## src/rtl/mux16_pkg.sv

```systemverilog
// mux16_pkg: shared sizes, state encoding and default hold limit for the mux16 arbiter
package mux16_pkg;
  localparam int NREQ = 16;
  localparam int SELW = 4;
  localparam int MAX_HOLD_DEF = 8;
  typedef enum logic {IDLE = 1'b0, GRANT = 1'b1} state_e;
endpackage

```

## src/rtl/rr_pick16.sv

```systemverilog
// rr_pick16: rotated priority scan over 16 requests, starting at ptr_i, optionally skipping mask_idx_i
// Ports: req_i requests, ptr_i scan start, mask_idx_i/mask_en_i excluded index, found_o any hit, idx_o winner
module rr_pick16
  import mux16_pkg::*;
(
  input  logic [NREQ-1:0] req_i,
  input  logic [SELW-1:0] ptr_i,
  input  logic [SELW-1:0] mask_idx_i,
  input  logic            mask_en_i,
  output logic            found_o,
  output logic [SELW-1:0] idx_o
);
  logic [SELW-1:0] c;
  // Scanning from the far end lets the nearest hit to ptr_i overwrite later ones.
  always_comb begin
    found_o = 1'b0;
    idx_o = '0;
    c = '0;
    for (int k = NREQ - 1; k >= 0; k--) begin
      c = ptr_i + SELW'(k);
      if (req_i[c] && !(mask_en_i && c == mask_idx_i)) begin
        found_o = 1'b1;
        idx_o = c;
      end
    end
  end
endmodule

```

## src/rtl/mux16_rr_arbiter.sv

```systemverilog
// mux16_rr_arbiter: round-robin owner of the mux16 select with a fairness hold limit
// Ports: clk, rst_n (sync active-low), req_i requests, gnt_o one-hot grant, gnt_valid_o grant present,
//        sel_o owner index for mux16, busy_cycles_o consecutive cycles held (saturating)
module mux16_rr_arbiter
  import mux16_pkg::*;
#(
  parameter int MAX_HOLD = MAX_HOLD_DEF
) (
  input  logic            clk,
  input  logic            rst_n,
  input  logic [NREQ-1:0] req_i,
  output logic [NREQ-1:0] gnt_o,
  output logic            gnt_valid_o,
  output logic [SELW-1:0] sel_o,
  output logic [7:0]      busy_cycles_o
);
  state_e          state_q, state_d;
  logic [SELW-1:0] ptr_q, ptr_d, sel_q, sel_d, scan_ptr, idx;
  logic [NREQ-1:0] gnt_q, gnt_d, oh;
  logic [7:0]      busy_q, busy_d;
  logic            found, rel, pre;
  // While granted, the scan starts after the owner and skips it, so the same
  // pick serves release, preemption and the "anyone else waiting" test.
  assign scan_ptr = (state_q == GRANT) ? sel_q + 4'd1 : ptr_q;
  rr_pick16 u_pick (
    .req_i      (req_i),
    .ptr_i      (scan_ptr),
    .mask_idx_i (sel_q),
    .mask_en_i  (state_q == GRANT),
    .found_o    (found),
    .idx_o      (idx)
  );
  assign oh  = NREQ'(1) << idx;
  assign rel = (state_q == GRANT) && !req_i[sel_q];
  assign pre = (state_q == GRANT) && req_i[sel_q] && (busy_q >= 8'(MAX_HOLD)) && found;
  always_comb begin
    state_d = state_q;
    ptr_d = ptr_q;
    gnt_d = gnt_q;
    sel_d = sel_q;
    busy_d = busy_q;
    if (state_q == IDLE) begin
      if (found) begin
        state_d = GRANT;
        gnt_d = oh;
        sel_d = idx;
        busy_d = 8'd1;
      end
    end else if (rel || pre) begin
      ptr_d = sel_q + 4'd1;
      state_d = found ? GRANT : IDLE;
      gnt_d = found ? oh : '0;
      sel_d = found ? idx : sel_q;
      busy_d = found ? 8'd1 : 8'd0;
    end else begin
      busy_d = (busy_q == 8'hFF) ? busy_q : busy_q + 8'd1;
    end
  end
  always_ff @(posedge clk) begin
    if (!rst_n) begin
      state_q <= IDLE;
      ptr_q <= '0;
      gnt_q <= '0;
      sel_q <= '0;
      busy_q <= '0;
    end else begin
      state_q <= state_d;
      ptr_q <= ptr_d;
      gnt_q <= gnt_d;
      sel_q <= sel_d;
      busy_q <= busy_d;
    end
  end
  assign gnt_o = gnt_q;
  assign gnt_valid_o = |gnt_q;
  assign sel_o = sel_q;
  assign busy_cycles_o = busy_q;
endmodule

```

## config.mk

```make
export PLATFORM = sky130hd
export DESIGN_NAME = mux16_rr_arbiter
export DESIGN_NICKNAME = d
export VERILOG_FILES = /design/src/rtl/mux16_pkg.sv /design/src/rtl/rr_pick16.sv /design/src/rtl/mux16_rr_arbiter.sv
export SDC_FILE = /design/constraint.sdc
export NUM_CORES = 1
export LEC_CHECK = 0
export ABC_CLOCK_PERIOD_IN_PS = 13800
export CAP_MARGIN = 20
export CORE_ASPECT_RATIO = 0.7
export CORE_MARGIN = 2
export CORE_UTILIZATION = 28
export DETAILED_ROUTE_END_ITERATION = 8
export HOLD_SLACK_MARGIN = 0.08
export PLACE_DENSITY = 0.43
export SLEW_MARGIN = 20
export SYNTH_ARGS = -nofsm -noshare
export SYNTH_HDL_FRONTEND = slang
export SYNTH_SLANG_ARGS = --single-unit
```

## constraint.sdc

```tcl
create_clock -name clk -period 13.8 [get_ports clk]
set_input_delay 2.07 -clock clk [delete_from_list [all_inputs] [get_ports clk]]
set_output_delay 2.07 -clock clk [all_outputs]
set_load 0.01 [all_outputs]
```

# Word-level counts from Yosys, hierarchy flattened
# Index checks and enable logic that the tools add are counted.
[op_classes] n_mux=82 n_lt_le_gt_ge=18 shift=1 n_reduce_logical=59 eq_ne=19 addsub=17
[op_table] op="4-bit by 5-bit < comparator with 1-bit output, second input constant" n=17
[op_table] op="4-bit two-way mux" n=20
[op_table] op="1-bit binary-select mux with 4-bit select" n=17
[op_table] op="4-bit == test" n=16
[op_table] op="16-bit two-way mux" n=4
[op_table] op="1-bit two-way mux" n=37
[op_table] op="1-bit logical AND" n=36
[op_table] op="4-bit adder, second input constant" n=8
[op_table] op="8-bit two-way mux" n=4
[op_table] op="1-bit zero test" n=17
[op_table] op="4-bit by 3-bit adder with 4-bit output, second input constant" n=4
[op_table] op="16-bit OR reduction" n=1
[op_table] op="1-bit by 4-bit << shifter with 16-bit output, first input constant" n=1
[op_table] op="4-bit by 1-bit adder with 4-bit output, second input constant" n=2
[op_table] op="4-bit by 2-bit adder with 4-bit output, second input constant" n=2
[op_table] op="8-bit by 1-bit adder with 8-bit output, second input constant" n=1
[op_table] op="8-bit == test, second input constant" n=1
[op_table] op="8-bit by 4-bit greater-or-equal comparator with 1-bit output, second input constant" n=1
[op_table] op="2-bit AND reduction" n=3
[op_table] op="3-bit inequality test, second input constant" n=1
[op_table] op="2-bit by 1-bit inequality test with 1-bit output, second input constant" n=1
[op_table] op="2-bit nonzero test" n=1
[op_table] op="1-bit logical OR" n=1
[word_totals] input_bits=18 out_inout_bits=29 reg_bits=33

# Depth between registers and ports, before layout
[logic_depth] ltp_word=27 mapped_depth=20

# By module
# From an unflattened synthesis, not the netlist that was laid out.
[unflattened] cells_unflattened=529 area_unflattened_um2=4448.0
[by_module_without_submodules] module="rr_pick16" area_per_inst_um2=2565.0 seq_area_each_um2=0.0 cells_each=316 n_inst=1
[by_module_without_submodules] module="mux16_rr_arbiter" area_per_inst_um2=1883.1 seq_area_each_um2=660.6 cells_each=213 n_inst=1

# Worst setup path after synthesis
# Ideal clock, no wire load.
[synth_path] kind="input to register" startpoint="input port req_i[2]" endpoint="register gnt_q[10], in the netlist gnt_o[10]" stages=9 setup_slack_ns=9.200 setup_time_ns=0.117 t_arrival_ns=4.483 path_cell_list="mux2_1 -> mux4_2 -> a22oi_1 -> mux2_2 -> o2111ai_1 -> o211ai_1 -> a21oi_1 -> nor3_2 -> a22o_1"
[synth_between] elab_chain_cells=23 elab_cells_between_ends=96 classes_between="eq/ne: 1; shift: 1; mux: 70; reduce/logical: 24"
[synth_rtl] item="from (decl)" line_no="mux16_rr_arbiter.sv:11" rtl="input logic [NREQ-1:0] req_i,"
[synth_rtl] item="1-bit binary-select mux with 4-bit select" line_no="rr_pick16.sv:21" rtl="if (req_i[c] && !(mask_en_i && c == mask_idx_i)) begin"
[synth_rtl] item="1-bit two-way mux (not written as such)" line_no="rr_pick16.sv:21"
[synth_rtl] item="1-bit logical AND" line_no="rr_pick16.sv:21"
[synth_rtl] item="4-bit two-way mux / 1-bit two-way mux (equally long branches) (16 in series)" line_no="rr_pick16.sv:21"
[synth_rtl] item="1-bit by 4-bit << shifter with 16-bit output / 1-bit logical AND (equally long branches)" line_no="mux16_rr_arbiter.sv:33, mux16_rr_arbiter.sv:35"
[synth_rtl] item="16-bit two-way mux / 1-bit logical OR (equally long branches)" line_no="mux16_rr_arbiter.sv:52, mux16_rr_arbiter.sv:49"
[synth_rtl] item="16-bit two-way mux / 2-bit by 1-bit inequality test with 1-bit output (equally long branches)"
[synth_rtl] item="16-bit two-way mux / 2-bit AND reduction (equally long branches)"
[synth_rtl] item="to (signal assigned)" line_no="mux16_rr_arbiter.sv:69" rtl="gnt_q <= gnt_d;"
[synth_rtl] item="to (decl)" line_no="mux16_rr_arbiter.sv:19" rtl="logic [NREQ-1:0] gnt_q, gnt_d, oh;"
# Parallel ways exist; a longest one is shown, timed or not. The select of a mux whose other input is x is not followed.
# A chain may end at the register's enable or synchronous reset.

# Worst setup path in the final report
[layout_path] startpoint="register sel_q[0], in the netlist sel_o[0]" endpoint="register busy_q[4], in the netlist busy_cycles_o[4]"
[layout_between] elab_chain_cells=27 elab_cells_between_ends=142 classes_between="add/sub: 16; eq/ne: 17; mux: 53; reduce/logical: 56"
[layout_rtl] item="from (decl)" line_no="mux16_rr_arbiter.sv:18" rtl="logic [SELW-1:0] ptr_q, ptr_d, sel_q, sel_d, scan_ptr, idx;"
[layout_rtl] item="from (signal assigned)" line_no="mux16_rr_arbiter.sv:70" rtl="sel_q <= sel_d;"
[layout_rtl] item="parallel branches: the longest is 27 deep, another holds 4-bit by 1-bit adder with 4-bit output"
[layout_rtl] item="to (signal assigned)" line_no="mux16_rr_arbiter.sv:71" rtl="busy_q <= busy_d;"
[layout_rtl] item="to (decl)" line_no="mux16_rr_arbiter.sv:20" rtl="logic [7:0] busy_q, busy_d;"
# Several ways; the timed one is not identified. The select of a mux whose other input is x is not followed.

==> reports/results.tsv <==
metric	value	unit
status	finished clean	
antenna cells	0	
Core Footprint	15500	um2
Layout Utilization	33.3	%
top_reg_cell synth	dfxtp_1	
post-synthesis net count	548	
area grow syn2layout	16.7	%
RSZ-0062 raised after global routing	false	
Final TNS setup	0	ps
crit-path cells	ha_1, mux2i_1, buf_4, inv_2, ha_1, xnor2_1, nor4_1, a21oi_1, mux2i_1, o2bb2ai_1, a2111oi_4, nand4_4, nor2_2, o221a_1, inv_2, nor3_2	
Final setup viols	0	
post-synthesis sequential area ratio	15.0	%
Post-DP HPWL	13.3	mm
initial antenna violation count	1	
flops & latches, synth	33	
Yosys cell types	86	
TritonCTS buffer count	5	
1st-iter DRT viols	462	
TritonCTS Sinks	33	
vias per inst	6.13	
Slowest cell on crit path	dfxtp_1	
Synth Cell Area	4400	um2
Worst setup endpoint	busy_cycles_o[4]$_SDFFE_PN0P_	
CP Max Fanout	20	
Largest stage delay, worst path	740	ps
Die Area	16800	um2
largest net degree at the start of global routing	23	
Clock Skews	2.15	ps
post-CTS setup repair buffer count	0	
Die X	154	um
Pre-antenna DRT Iters	5	
register area	661	um2
Total Nets Final	577	
gr usage total	19.9	%
Routed WL	16.8	mm
Static Leak	1.76	nW
WP buf/inv	3	
number of synthesized flops with an enable pin	0	
maximum VDD drop	0.0000817	V
Worst Setup Start Kind	flop	
Initial Util	28.5	%
Yosys Warn Count	0	
Final Critical Period	5840	ps
final hold viol count	0	
buffer levels on the longest clock path	2	
via count	4598	
Setup crit start	sel_o[0]$_SDFFE_PN0P_	
number of I/O port buffers	46	
reg2reg path depth	16	
fin. max-slew vios	0	
reg-to-reg critical path startpoint	sel_o[0]$_SDFFE_PN0P_	
worst path arrival time	6050	ps
Clock transition at path regs	50	ps
Slew @ Worst Pin	879	ps
hold crit path type	flop to flop	
Crit Path Category	flop to flop	
hold_buf cts	0	
fmax	0.171	GHz
Clock Root Buffer	clkbuf_16	
GP Congestion	0.997	
slew margin rel.	41.0	%
Mapped Avg Cell Area	8.46	um2
H-tree depth	2	
clk_lat worst skew	270	ps
DR DRC count	0	
smallest hold slack	462	ps
Final period util	42.3	%
number of max-cap violations	0	
Worst R2R Setup Slack	7960	ps
Die H	109	um
total grt overflow	0	
Crit path required time	14010	ps
area of the multi-input gates	3520	um2
Setup crit end kind	flop	
Fillers	1574	
Routed Antenna Nets	0	
Levels on crit path	16	
num ports	47	
PwrDens	296	nW/um2
layout cells sized above 1	13.3	%
Post-CTS Resized	0	
Post-Syn Instances	520	
CTS tree	done	
Row Count	38	
FF-to-FF End	busy_cycles_o[4]$_SDFFE_PN0P_	
number of global-route vias before repair	4196	
FFs w/ async S/R, synth	0	%
Top delay family on crit path	compound AO/OA/AOI/OAI gates	
WL per Instance	22.4	um
first-pass GRT wire length	25.6	mm
-- synthesized netlist by cell type, drive strengths merged, types with 4 or more instances --
cell type  instances  area, um2
inv               15       58.8
nor3b              5       37.5
ha                10        125
a211oi             8       65.1
a22o              11       96.3
o211ai            10       75.1
clkbuf            10       38.8
nor4              11       68.8
nand2b             4       25.0
mux2i             30        317
mux4              23        526
nor3              23        140
nand2             26       97.6
xor2               4       35.0
o21ai             40        211
a221oi             6       58.8
or4                4       30.0
o22ai              6       43.8
buf               18        123
nand3             35        175
nand4             11       83.8
mux2              16        191
nor2              36        154
xnor2             17        171
nor2b              7       46.3
and2              11       68.8
dfxtp             33        661
or3                5       31.3
a21oi             29        145
-- final cells by class --
class	instances	area share (%)
Clock buffer	7	2.97
Clock inverter	1	0.0974
Inverter	16	1.22
Multi-Input combinational cell	443	68.4
Sequential cell	33	12.9
Tap cell	200	4.87
Timing Repair Buffer	50	9.54
-- routing by layer --
metal  GRT usage [%]  share of wire (%)  vias to the layer above
li1                -                  -                     2107
met1            29.8                 48                     2204
met2            27.5                 39                      261
met3            7.00                 11                       26
met4            3.14                1.7                        0
met5               0                  0                        -
-- cells by family after synthesis --
logic type	count (synthesis)	share of synthesized area, %
fa+ha+maj	10	2.84
compound gates	154	25.1
xor+xnor	21	4.69
mux	69	23.5
buf+inv	44	5.09
flops	33	15.0
simple gates	189	23.8
-- through the flow --
| step | instances | total power, mW | instance area (um2) | setup WS (ps) |
|---|---|---|---|---|
| detailed placement | 742 | 1.36 | 4980 | 8080 |
| finish | 750 | 1.52 | 5140 | 7960 |
| global placement | 742 | 1.38 | 4980 | 8030 |
| CTS | 750 | 1.48 | 5140 | 8140 |
| floorplan | 520 | 1.02 | 4400 | 9200 |
| global route | 750 | 1.62 | 5140 | 7690 |
-- placed cells by master (no fill, tap or decap), drive strengths merged, types with 5 or more instances in the layout --
cell type      synthesis  routed
nor2b                  7       7
nor4                  11      11
nand3                 35      35
mux2i                 30      30
nor3b                  5       5
nand2                 26      26
o22ai                  6       6
xnor2                 17      17
a21oi                 29      29
ha                    10      10
dfxtp                 33      33
o211ai                10      10
a22o                  11      11
nor3                  23      23
mux2                  16      16
mux4                  23      23
clkdlybuf4s50          0      46
a221oi                 6       6
or3                    5       5
and2                  11      11
inv                   15      15
o21ai                 40      40
clkbuf                10       7
nor2                  36      36
nand4                 11      11
a211oi                 8       8
-- registers in the layout, summed over array words and instances (netlist names) --
register,flops
state_q,1
ptr_q,4
gnt_o,16
sel_o,4
busy_cycles_o,8
-- worst min-delay path by stage --
stage | startpoint | end | slack [ps] | cells after the start
floorplan | ptr_q[1]$_SDFFE_PN0P_ | ptr_q[1]$_SDFFE_PN0P_ | 460 | 2
global placement | gnt_o[5]$_SDFFE_PN0P_ | gnt_o[5]$_SDFFE_PN0P_ | 460 | 2
detailed placement | gnt_o[4]$_SDFFE_PN0P_ | gnt_o[4]$_SDFFE_PN0P_ | 460 | 2
CTS | gnt_o[4]$_SDFFE_PN0P_ | gnt_o[4]$_SDFFE_PN0P_ | 460 | 2
global route | gnt_o[13]$_SDFFE_PN0P_ | gnt_o[13]$_SDFFE_PN0P_ | 490 | 2
finish | gnt_o[4]$_SDFFE_PN0P_ | gnt_o[4]$_SDFFE_PN0P_ | 460 | 2
-- worst min-delay path, cell delays in order, from the launching register on --
cell     delay [ps]
dfxtp_1         320
nand2_1          50
o21ai_1          50
-- report_power, final --
part           switching (mW)  leakage [nW]  internal (mW)
Clock                  0.0391        0.0799         0.0763
Combinational           0.792          1.41          0.467
Sequential             0.0326         0.268          0.115
Power figures use the tool's default switching activity.
